### src/rtl/fetch_queue_if.sv
// rtl/fetch_queue_if.sv - fetch/decode handshake bundle for fetch_queue
// The slave modport is the queue's own view; master is the fetch/decode side.
interface fetch_queue_if #(
  parameter int DATA_W = 32,
  parameter int ADDR_W = 32,
  parameter int DEPTH  = 4
);
  localparam int CNT_W = $clog2(DEPTH + 1);

  logic              in_valid;
  logic [DATA_W-1:0] in_instr;
  logic [ADDR_W-1:0] in_pc;
  logic              in_ready;
  logic              out_valid;
  logic [DATA_W-1:0] out_instr;
  logic [ADDR_W-1:0] out_pc;
  logic              out_ready;
  logic              flush;
  logic              flush_keep_head;
  logic [CNT_W-1:0]  count;

  modport master (
    output in_valid, in_instr, in_pc, out_ready, flush, flush_keep_head,
    input  in_ready, out_valid, out_instr, out_pc, count
  );

  modport slave (
    input  in_valid, in_instr, in_pc, out_ready, flush, flush_keep_head,
    output in_ready, out_valid, out_instr, out_pc, count
  );
endinterface

### src/rtl/fetch_queue.sv
// rtl/fetch_queue.sv - instruction prefetch circular buffer with redirect flush
// Optional same-cycle pass-through when FETCH_QUEUE_BYPASS_EN is defined.
module fetch_queue #(
  parameter int DATA_W = 32,
  parameter int ADDR_W = 32,
  parameter int DEPTH  = 4
) (
  input logic          Clk,
  input logic          R,
  fetch_queue_if.slave bus
);
  localparam int PTR_W = $clog2(DEPTH);
  localparam int CNT_W = $clog2(DEPTH + 1);

  logic [DATA_W-1:0] instr_mem [DEPTH];
  logic [ADDR_W-1:0] pc_mem    [DEPTH];

  logic [PTR_W-1:0] rd_ptr_q, rd_ptr_d;
  logic [PTR_W-1:0] wr_ptr_q, wr_ptr_d;
  logic [CNT_W-1:0] count_q, count_d;
  logic             empty, full, bypass, push, pop;

  assign empty = (count_q == '0);
  assign full  = (count_q == CNT_W'(DEPTH));

`ifdef FETCH_QUEUE_BYPASS_EN
  assign bypass = empty & bus.in_valid & bus.out_ready & ~bus.flush;
`else
  assign bypass = 1'b0;
`endif

  // Full rejects the push even when the head leaves this same cycle.
  assign push = bus.in_valid & ~full & ~bus.flush & ~bypass;
  assign pop  = ~empty & bus.out_ready;

  always_comb begin
    rd_ptr_d = rd_ptr_q;
    wr_ptr_d = wr_ptr_q;
    count_d  = count_q;
    if (bus.flush) begin
      if (bus.flush_keep_head && !empty) begin
        wr_ptr_d = rd_ptr_q + PTR_W'(1);
        if (pop) begin
          rd_ptr_d = rd_ptr_q + PTR_W'(1);
          count_d  = '0;
        end else begin
          count_d  = CNT_W'(1);
        end
      end else begin
        wr_ptr_d = rd_ptr_q;
        count_d  = '0;
      end
    end else begin
      if (push) wr_ptr_d = wr_ptr_q + PTR_W'(1);
      if (pop)  rd_ptr_d = rd_ptr_q + PTR_W'(1);
      if (push && !pop)      count_d = count_q + CNT_W'(1);
      else if (pop && !push) count_d = count_q - CNT_W'(1);
    end
  end

  always_ff @(posedge Clk or posedge R) begin
    if (R) begin
      rd_ptr_q <= '0;
      wr_ptr_q <= '0;
      count_q  <= '0;
    end else begin
      rd_ptr_q <= rd_ptr_d;
      wr_ptr_q <= wr_ptr_d;
      count_q  <= count_d;
    end
  end

  // Storage is deliberately left out of reset; count alone marks validity.
  always_ff @(posedge Clk) begin
    if (push) begin
      instr_mem[wr_ptr_q] <= bus.in_instr;
      pc_mem[wr_ptr_q]    <= bus.in_pc;
    end
  end

  always_comb begin
    bus.out_valid = ~empty;
    bus.out_instr = empty ? '0 : instr_mem[rd_ptr_q];
    bus.out_pc    = empty ? '0 : pc_mem[rd_ptr_q];
    if (bypass) begin
      bus.out_valid = 1'b1;
      bus.out_instr = bus.in_instr;
      bus.out_pc    = bus.in_pc;
    end
  end

  assign bus.in_ready = ~full;
  assign bus.count    = count_q;
endmodule

### src/flat_wrapper.sv
// flat-port wrapper written by rule: the top's interface ports become plain ports
module fetch_queue_flat 
#(
  parameter int DATA_W = 32,
  parameter int ADDR_W = 32,
  parameter int DEPTH  = 4
)
  (Clk, R, bus_in_valid, bus_in_instr, bus_in_pc, bus_out_ready, bus_flush, bus_flush_keep_head, bus_in_ready, bus_out_valid, bus_out_instr, bus_out_pc, bus_count);
  fetch_queue_if #(.DATA_W(DATA_W), .ADDR_W(ADDR_W), .DEPTH(DEPTH)) bus_i ();
  input logic Clk;
  input logic R;
  input wire logic [$bits(bus_i.in_valid)-1:0] bus_in_valid;
  input wire logic [$bits(bus_i.in_instr)-1:0] bus_in_instr;
  input wire logic [$bits(bus_i.in_pc)-1:0] bus_in_pc;
  input wire logic [$bits(bus_i.out_ready)-1:0] bus_out_ready;
  input wire logic [$bits(bus_i.flush)-1:0] bus_flush;
  input wire logic [$bits(bus_i.flush_keep_head)-1:0] bus_flush_keep_head;
  output wire logic [$bits(bus_i.in_ready)-1:0] bus_in_ready;
  output wire logic [$bits(bus_i.out_valid)-1:0] bus_out_valid;
  output wire logic [$bits(bus_i.out_instr)-1:0] bus_out_instr;
  output wire logic [$bits(bus_i.out_pc)-1:0] bus_out_pc;
  output wire logic [$bits(bus_i.count)-1:0] bus_count;
  assign bus_i.in_valid = bus_in_valid;
  assign bus_i.in_instr = bus_in_instr;
  assign bus_i.in_pc = bus_in_pc;
  assign bus_i.out_ready = bus_out_ready;
  assign bus_i.flush = bus_flush;
  assign bus_i.flush_keep_head = bus_flush_keep_head;
  assign bus_in_ready = bus_i.in_ready;
  assign bus_out_valid = bus_i.out_valid;
  assign bus_out_instr = bus_i.out_instr;
  assign bus_out_pc = bus_i.out_pc;
  assign bus_count = bus_i.count;
  fetch_queue #(.DATA_W(DATA_W), .ADDR_W(ADDR_W), .DEPTH(DEPTH)) u_core (.Clk(Clk), .R(R), .bus(bus_i));
endmodule
### config.mk
export PLATFORM = sky130hd
export DESIGN_NAME = fetch_queue_flat
export DESIGN_NICKNAME = d
export VERILOG_FILES = /design/src/rtl/fetch_queue_if.sv /design/src/rtl/fetch_queue.sv /design/src/flat_wrapper.sv
export SDC_FILE = /design/constraint.sdc
export NUM_CORES = 1
export LEC_CHECK = 0
export BUFFER_PORTS_ARGS = -buffer_cell sky130_fd_sc_hd__buf_4
export CAP_MARGIN = 25
export CORE_MARGIN = 8
export CORE_UTILIZATION = 30
export CTS_BUF_LIST = sky130_fd_sc_hd__clkbuf_4 sky130_fd_sc_hd__clkbuf_8
export CTS_CLUSTER_SIZE = 12
export DETAILED_ROUTE_END_ITERATION = 10
export SLEW_MARGIN = 20
export SYNTH_ARGS = -nofsm -noshare
export SYNTH_HDL_FRONTEND = slang
export SYNTH_SLANG_ARGS = --single-unit
export TNS_END_PERCENT = 20
### constraint.sdc
create_clock -name Clk -period 3.1 [get_ports Clk]
set_input_delay 0.31 -clock Clk [delete_from_list [all_inputs] [get_ports Clk]]
set_output_delay 0.31 -clock Clk [all_outputs]
set_load 0.02 [all_outputs]
Word-level counts from Yosys, hierarchy flattened

Memory sizes are Yosys's and may differ from the RTL's.
Index checks and enable logic that the tools add are counted.
W data, S select, Z words.

Add/subtract/negate cells: 4
Eq/ne operators: 2
Mux-type cells: 15
Bitwise gates (word level): 6
Reductions and logical operators: 9

Operator list:

| operator              | number |
|---|---|
| $mux W32              | 2 |
| $mux W2               | 6 |
| $mux W3               | 3 |
| $add A2 B1 Y2 const B | 2 |
| $mux W1               | 4 |
| $add A3 B1 Y3 const B | 1 |
| $and A1 B1 Y1         | 3 |
| $eq A3 B3 Y1 const B  | 1 |
| $logic_and A1 B1 Y1   | 3 |
| $logic_not A1 Y1      | 3 |
| $logic_not A3 Y1      | 1 |
| $not A1 Y1            | 3 |
| $reduce_bool A3 Y1    | 1 |
| $sub A3 B1 Y3 const B | 1 |
| $ne A2 B1 Y1 const B  | 1 |
| $reduce_bool A2 Y1    | 1 |

Bits in registers: 7
RAM bits: 256
Bits of input ports: 70
Output and inout port bits: 69
Logic and storage cells: 41
Memories: 2

Memories:

| name             | depth | width | rd ports | clocked after Yosys merged registers in | wr ports | RTL line          | RTL |
|---|---|---|---|---|---|---|---|
| u_core.instr_mem | 4     | 32    | 1        | 0                                       | 1        | fetch_queue.sv:15 | `logic [DATA_W-1:0] instr_mem [DEPTH];` |
| u_core.pc_mem    | 4     | 32    | 1        | 0                                       | 1        | fetch_queue.sv:16 | `logic [ADDR_W-1:0] pc_mem [DEPTH];` |

Depth between registers and ports, before layout

Depth in word-level cells: 9
Mapped depth: 9
Mapped depth without buffers: 7

Worst setup path after synthesis

Ideal clock, no wire load.

Path type: reg2reg
From: register u_core.count_q[0] (netlist: u_core.bus.count[0])
To: memory u_core.instr_mem[0][0], enable pin
Library setup time: 429 ps
Data arrival time: 2700 ps
Data required time: 2671 ps
Setup slack: -29 ps
Cell stages (with the launch flop): 6
Buffers on the path: 2
Period minus slack after synthesis: 3129 ps
Cells stage by stage: dfrtp_1 -> buf_2 -> or3b_1 -> buf_2 -> and3_1 -> and2_1

Longest elaborated chain between the ends: 6

RTL lines:

| element                       | RTL line           | RTL |
|---|---|---|
| start, declared               | fetch_queue.sv:20  | `logic [CNT_W-1:0] count_q, count_d;` |
| start signal, assigned        | fetch_queue.sv:69  | `count_q <= count_d;` |
| $eq A3 B3 Y1                  | fetch_queue.sv:24  | `assign full = (count_q == CNT_W'(DEPTH));` |
| $not A1 Y1                    | --                 |  |
| via bus_in_ready              | flat_wrapper.sv:18 | `output wire logic [$bits(bus_i.in_ready)-1:0] bus_in_ready;` |
| $and A1 B1 Y1 (2 in series)   | fetch_queue.sv:33  | `assign push = bus.in_valid & ~full & ~bus.flush & ~bypass;` |
| $mux W1                       | fetch_queue.sv:75  | `if (push) begin` |
| $mux W1 (not written as such) | fetch_queue.sv:76  | `instr_mem[wr_ptr_q] <= bus.in_instr;` |
| end, declared                 | fetch_queue.sv:15  |  |

The timed path passes the listed nets, and every way through them passes these cells.

Worst setup path after layout

From: register u_core.rd_ptr_q[0]
To: output bus_out_instr[29]

Longest elaborated chain between the ends: 2

RTL lines:

| element                | RTL line           | RTL |
|---|---|---|
| start, declared        | fetch_queue.sv:18  | `logic [PTR_W-1:0] rd_ptr_q, rd_ptr_d;` |
| start signal, assigned | fetch_queue.sv:67  | `rd_ptr_q <= rd_ptr_d;` |
| $mem_v2 Z4 W32         | --                 |  |
| $mux W32               | fetch_queue.sv:83  | `bus.out_instr = empty ? '0 : instr_mem[rd_ptr_q];` |
| end, declared          | flat_wrapper.sv:20 | `output wire logic [$bits(bus_i.out_instr)-1:0] bus_out_instr;` |

Every way passes these cells.

==> qor.yml <==
core_area_um2: 34100
drive_gt1_share_pct: 39.5
synth_common_cells: "edfxtp_1, and2_1, mux4_2"
hp-start: "bus_out_ready"
drtAntennaViolNets: 0
die_h_um: 201
skew_ns: 0.0190
r2r_cells: 7
routedWlPerCell_um: 18.5
hold-path-endpoint: "u_core.rd_ptr_q[0]"
ctsRootBufferMaster: "clkbuf_8"
synth_edf_count: 256
slowest_delay_ns: 0.73
synth_warnings: 0
ys.flop_type: "edfxtp_1"
clockBufferDepth: 3
syn_inst: 472
instances_no_fill: 1202
synth_top_area_share_pct: 74.7
worstHoldPathCells: 3
critical_path.most_common_cell: "buf_4"
grt_pass1_wl_mm: 34.8
cts_made_buffers: 45
critPathRequiredTime_ns: 2.79
n_antenna_cell: 0
grt_max_degree: 68
fin_area_um2: 13500
fill_cells: 3073
synth_nets: 547
via_per_inst: 4.42
start_kind: "flip-flop"
worstSetupPathType: "reg2out"
post_cts_buffers: 0
postSynth.asyncResetShare_pct: 2.66
place_inst: 1054
slew_headroom_pct: 51.1
period_share_pct: 91.3
vias: 5309
wl_mm: 22.2
grt_usage_pct: 11.0
numPortBuffers: 138
rows: 68
p_int_uw: 8290
dr.pass1.iters: 6
yosysSeqAreaShare_pct: 76.4
grt_pass1_vias: 6008
combPwrFrac_pct: 36.6
slowest_stage: "dfrtp_4"
setup_viol: 0
rsz0062_at_grt: "no"
max-vdd-ir-drop_mv: 0.586
path_max_fanout: 20
pwr-share-seq_pct: 37.9
maxCapViolCount: 0
p_clk_share_pct: 25.5
swShare_pct: 32.5
start_util_pct: 30.2
outcome: "complete, no violations"
syn_to_final_growth_pct: 31.2
drt-initial-drc-count: 196
worstMarginPinSlew_ns: 0.733
synth_top_area_cell: "edfxtp_1"
avgSynthCellArea_um2: 21.8
p_leak_uw: 0.00470
fp.dieW_um: 201
synth_seq_cells: 263
cts_sinks: 263
cts_tree: "done"
r2r-start: "u_core.bus.count[0]"
worstPathCellList: "buf_4 -> mux4_2 -> and2_1 -> buf_4"
placed_cell_area_um2: 11900
min_path_type: "in2reg"
synth_area_um2: 10300
p_sw_uw: 3990
synth_most_common_cell: "edfxtp_1"
fin_nets: 787
dpl.hpwl_mm: 13.3
drc: 0
final-max-slew-violation-count: 0
antenna_found_initial: 0
grt_overflow: 0
pin_count: 139
dieArea_um2: 40500
gp_congestion: 0.730
r2r-end: "u_core.bus.count[2]"
post_cts_resize_count: 0
hold_viol_final: 0
path_clk_slew_ns: 0.06
r2r_slack_ns: 0.55
clk_latency_ns: 0.55
synth_cell_types: 42
fmax_mhz: 353
synth.area.top_cells: "edfxtp_1, mux4_2, and2_1"
power.density_nw_per_um2: 910
period_needed_ns: 2.83
worst_ep_arrival_time_ns: 2.52
crit_path_end_kind: "output port"
cts_max_level: 2
-- power by group through the flow --
| stage | logic, µW | clock network (µW) | registers, µW |
|---|---|---|---|
| floorplan | 3010 | 0 | 4510 |
| global placement | 4580 | 0 | 4720 |
| detailed placement | 4570 | 0 | 4740 |
| CTS | 4660 | 3260 | 4670 |
| global route | 4870 | 3410 | 4710 |
| finish | 4490 | 3140 | 4650 |
-- routing by layer --
| metal | up-vias | global-route usage [%] | part of all wire, % |
|---|---|---|---|
| li1 | 2412 | - | - |
| met1 | 2701 | 12.1 | 40 |
| met2 | 146 | 19.7 | 52 |
| met3 | 50 | 3.43 | 6.0 |
| met4 | 0 | 3.70 | 2.3 |
| met5 | - | 0 | 0 |
-- registers in the layout (all words and copies together), names as in the netlist --
name	cells
u_core.bus.count	3
u_core.instr_mem	128
u_core.wr_ptr_q	2
u_core.rd_ptr_q	2
u_core.pc_mem	128
-- worst max-delay path: cells and delay by family (launching register included) --
| kind | cells | cell delay (ns) |
|---|---|---|
| buffers and inverters | 2 | 0.51 |
| AND/OR/NAND/NOR | 1 | 0.17 |
| multiplexers | 1 | 0.54 |
| flip-flops | 1 | 0.73 |
-- stage by stage --
step | setup TNS (ns) | total power (µW) | hold WS [ns] | utilization, % | setup slack [ns]
finish | 0 | 12300 | 0.107 | 39.6 | 0.270
global route | 0 | 13000 | 0.0629 | 39.6 | 0.0494
CTS | 0 | 12600 | 0.0436 | 39.6 | 0.119
detailed placement | 0 | 9320 | 0.280 | 34.9 | 0.614
global placement | 0 | 9300 | 0.302 | 34.9 | 0.651
floorplan | -3.69 | 7520 | 0.113 | - | -0.0288
-- cells by family after synthesis --
kind of cell    Yosys count  synth area share, %
compound gates           17                 1.28
simple gates             83                 5.06
buf+inv                  34                 2.02
mux                      65                 14.1
fa+ha+maj                 5                0.681
flops                   263                 76.4
xor+xnor                  5                0.426
-- worst max path at each step --
stage	depth (start not counted)	to	slack [ns]	start
floorplan	5	u_core.instr_mem[2][0]	-0.03	u_core.bus.count[0]
global placement	7	u_core.bus.count[2]	0.65	u_core.bus.count[1]
detailed placement	7	u_core.bus.count[2]	0.61	u_core.bus.count[1]
CTS	4	bus_out_instr[22]	0.12	u_core.rd_ptr_q[0]
global route	4	bus_out_instr[28]	0.05	u_core.rd_ptr_q[0]
finish	4	bus_out_instr[29]	0.27	u_core.rd_ptr_q[0]
-- layout make-up --
cell class | count | area (µm²) | share of cell area (%)
clock inverters | 23 | 186 | 1.38
clock buffers | 59 | 724 | 5.37
repair buffers | 220 | 1890 | 14.0
flip-flops and latches | 263 | 7870 | 58.3
well taps | 455 | 569 | 4.22
multi-input cells | 175 | 2230 | 16.5
inverters | 7 | 26.3 | 0.195
-- cell usage in the layout (no fill, tap or decap), types with 2 or more instances in the layout --
cell             n
dfrtp_4          2
clkinv_1        13
clkinvlp_4       2
o211ai_1         2
xnor2_1          3
and2_4           4
nand4_1          2
clkinv_2         3
o31ai_1          2
and2_1          65
bufinv_16        3
dlygate4sd3_1   66
inv_6            2
buf_12           6
mux4_2          64
o21ai_0          2
buf_4          148
inv_1            7
nand3_1          2
ha_1             4
clkbuf_8        45
dfrtp_1          5
clkbuf_4        14
xor2_1           2
edfxtp_1       256
-- what timing repair did --
| action | 4_1_cts | 5_1_grt |
|---|---|---|
| hold endpoints to repair | 266 | 0 |
| setup endpoints to repair | 0 | 0 |
| hold buffers | 66 | 0 |
(Power assumes the default switching activity.)
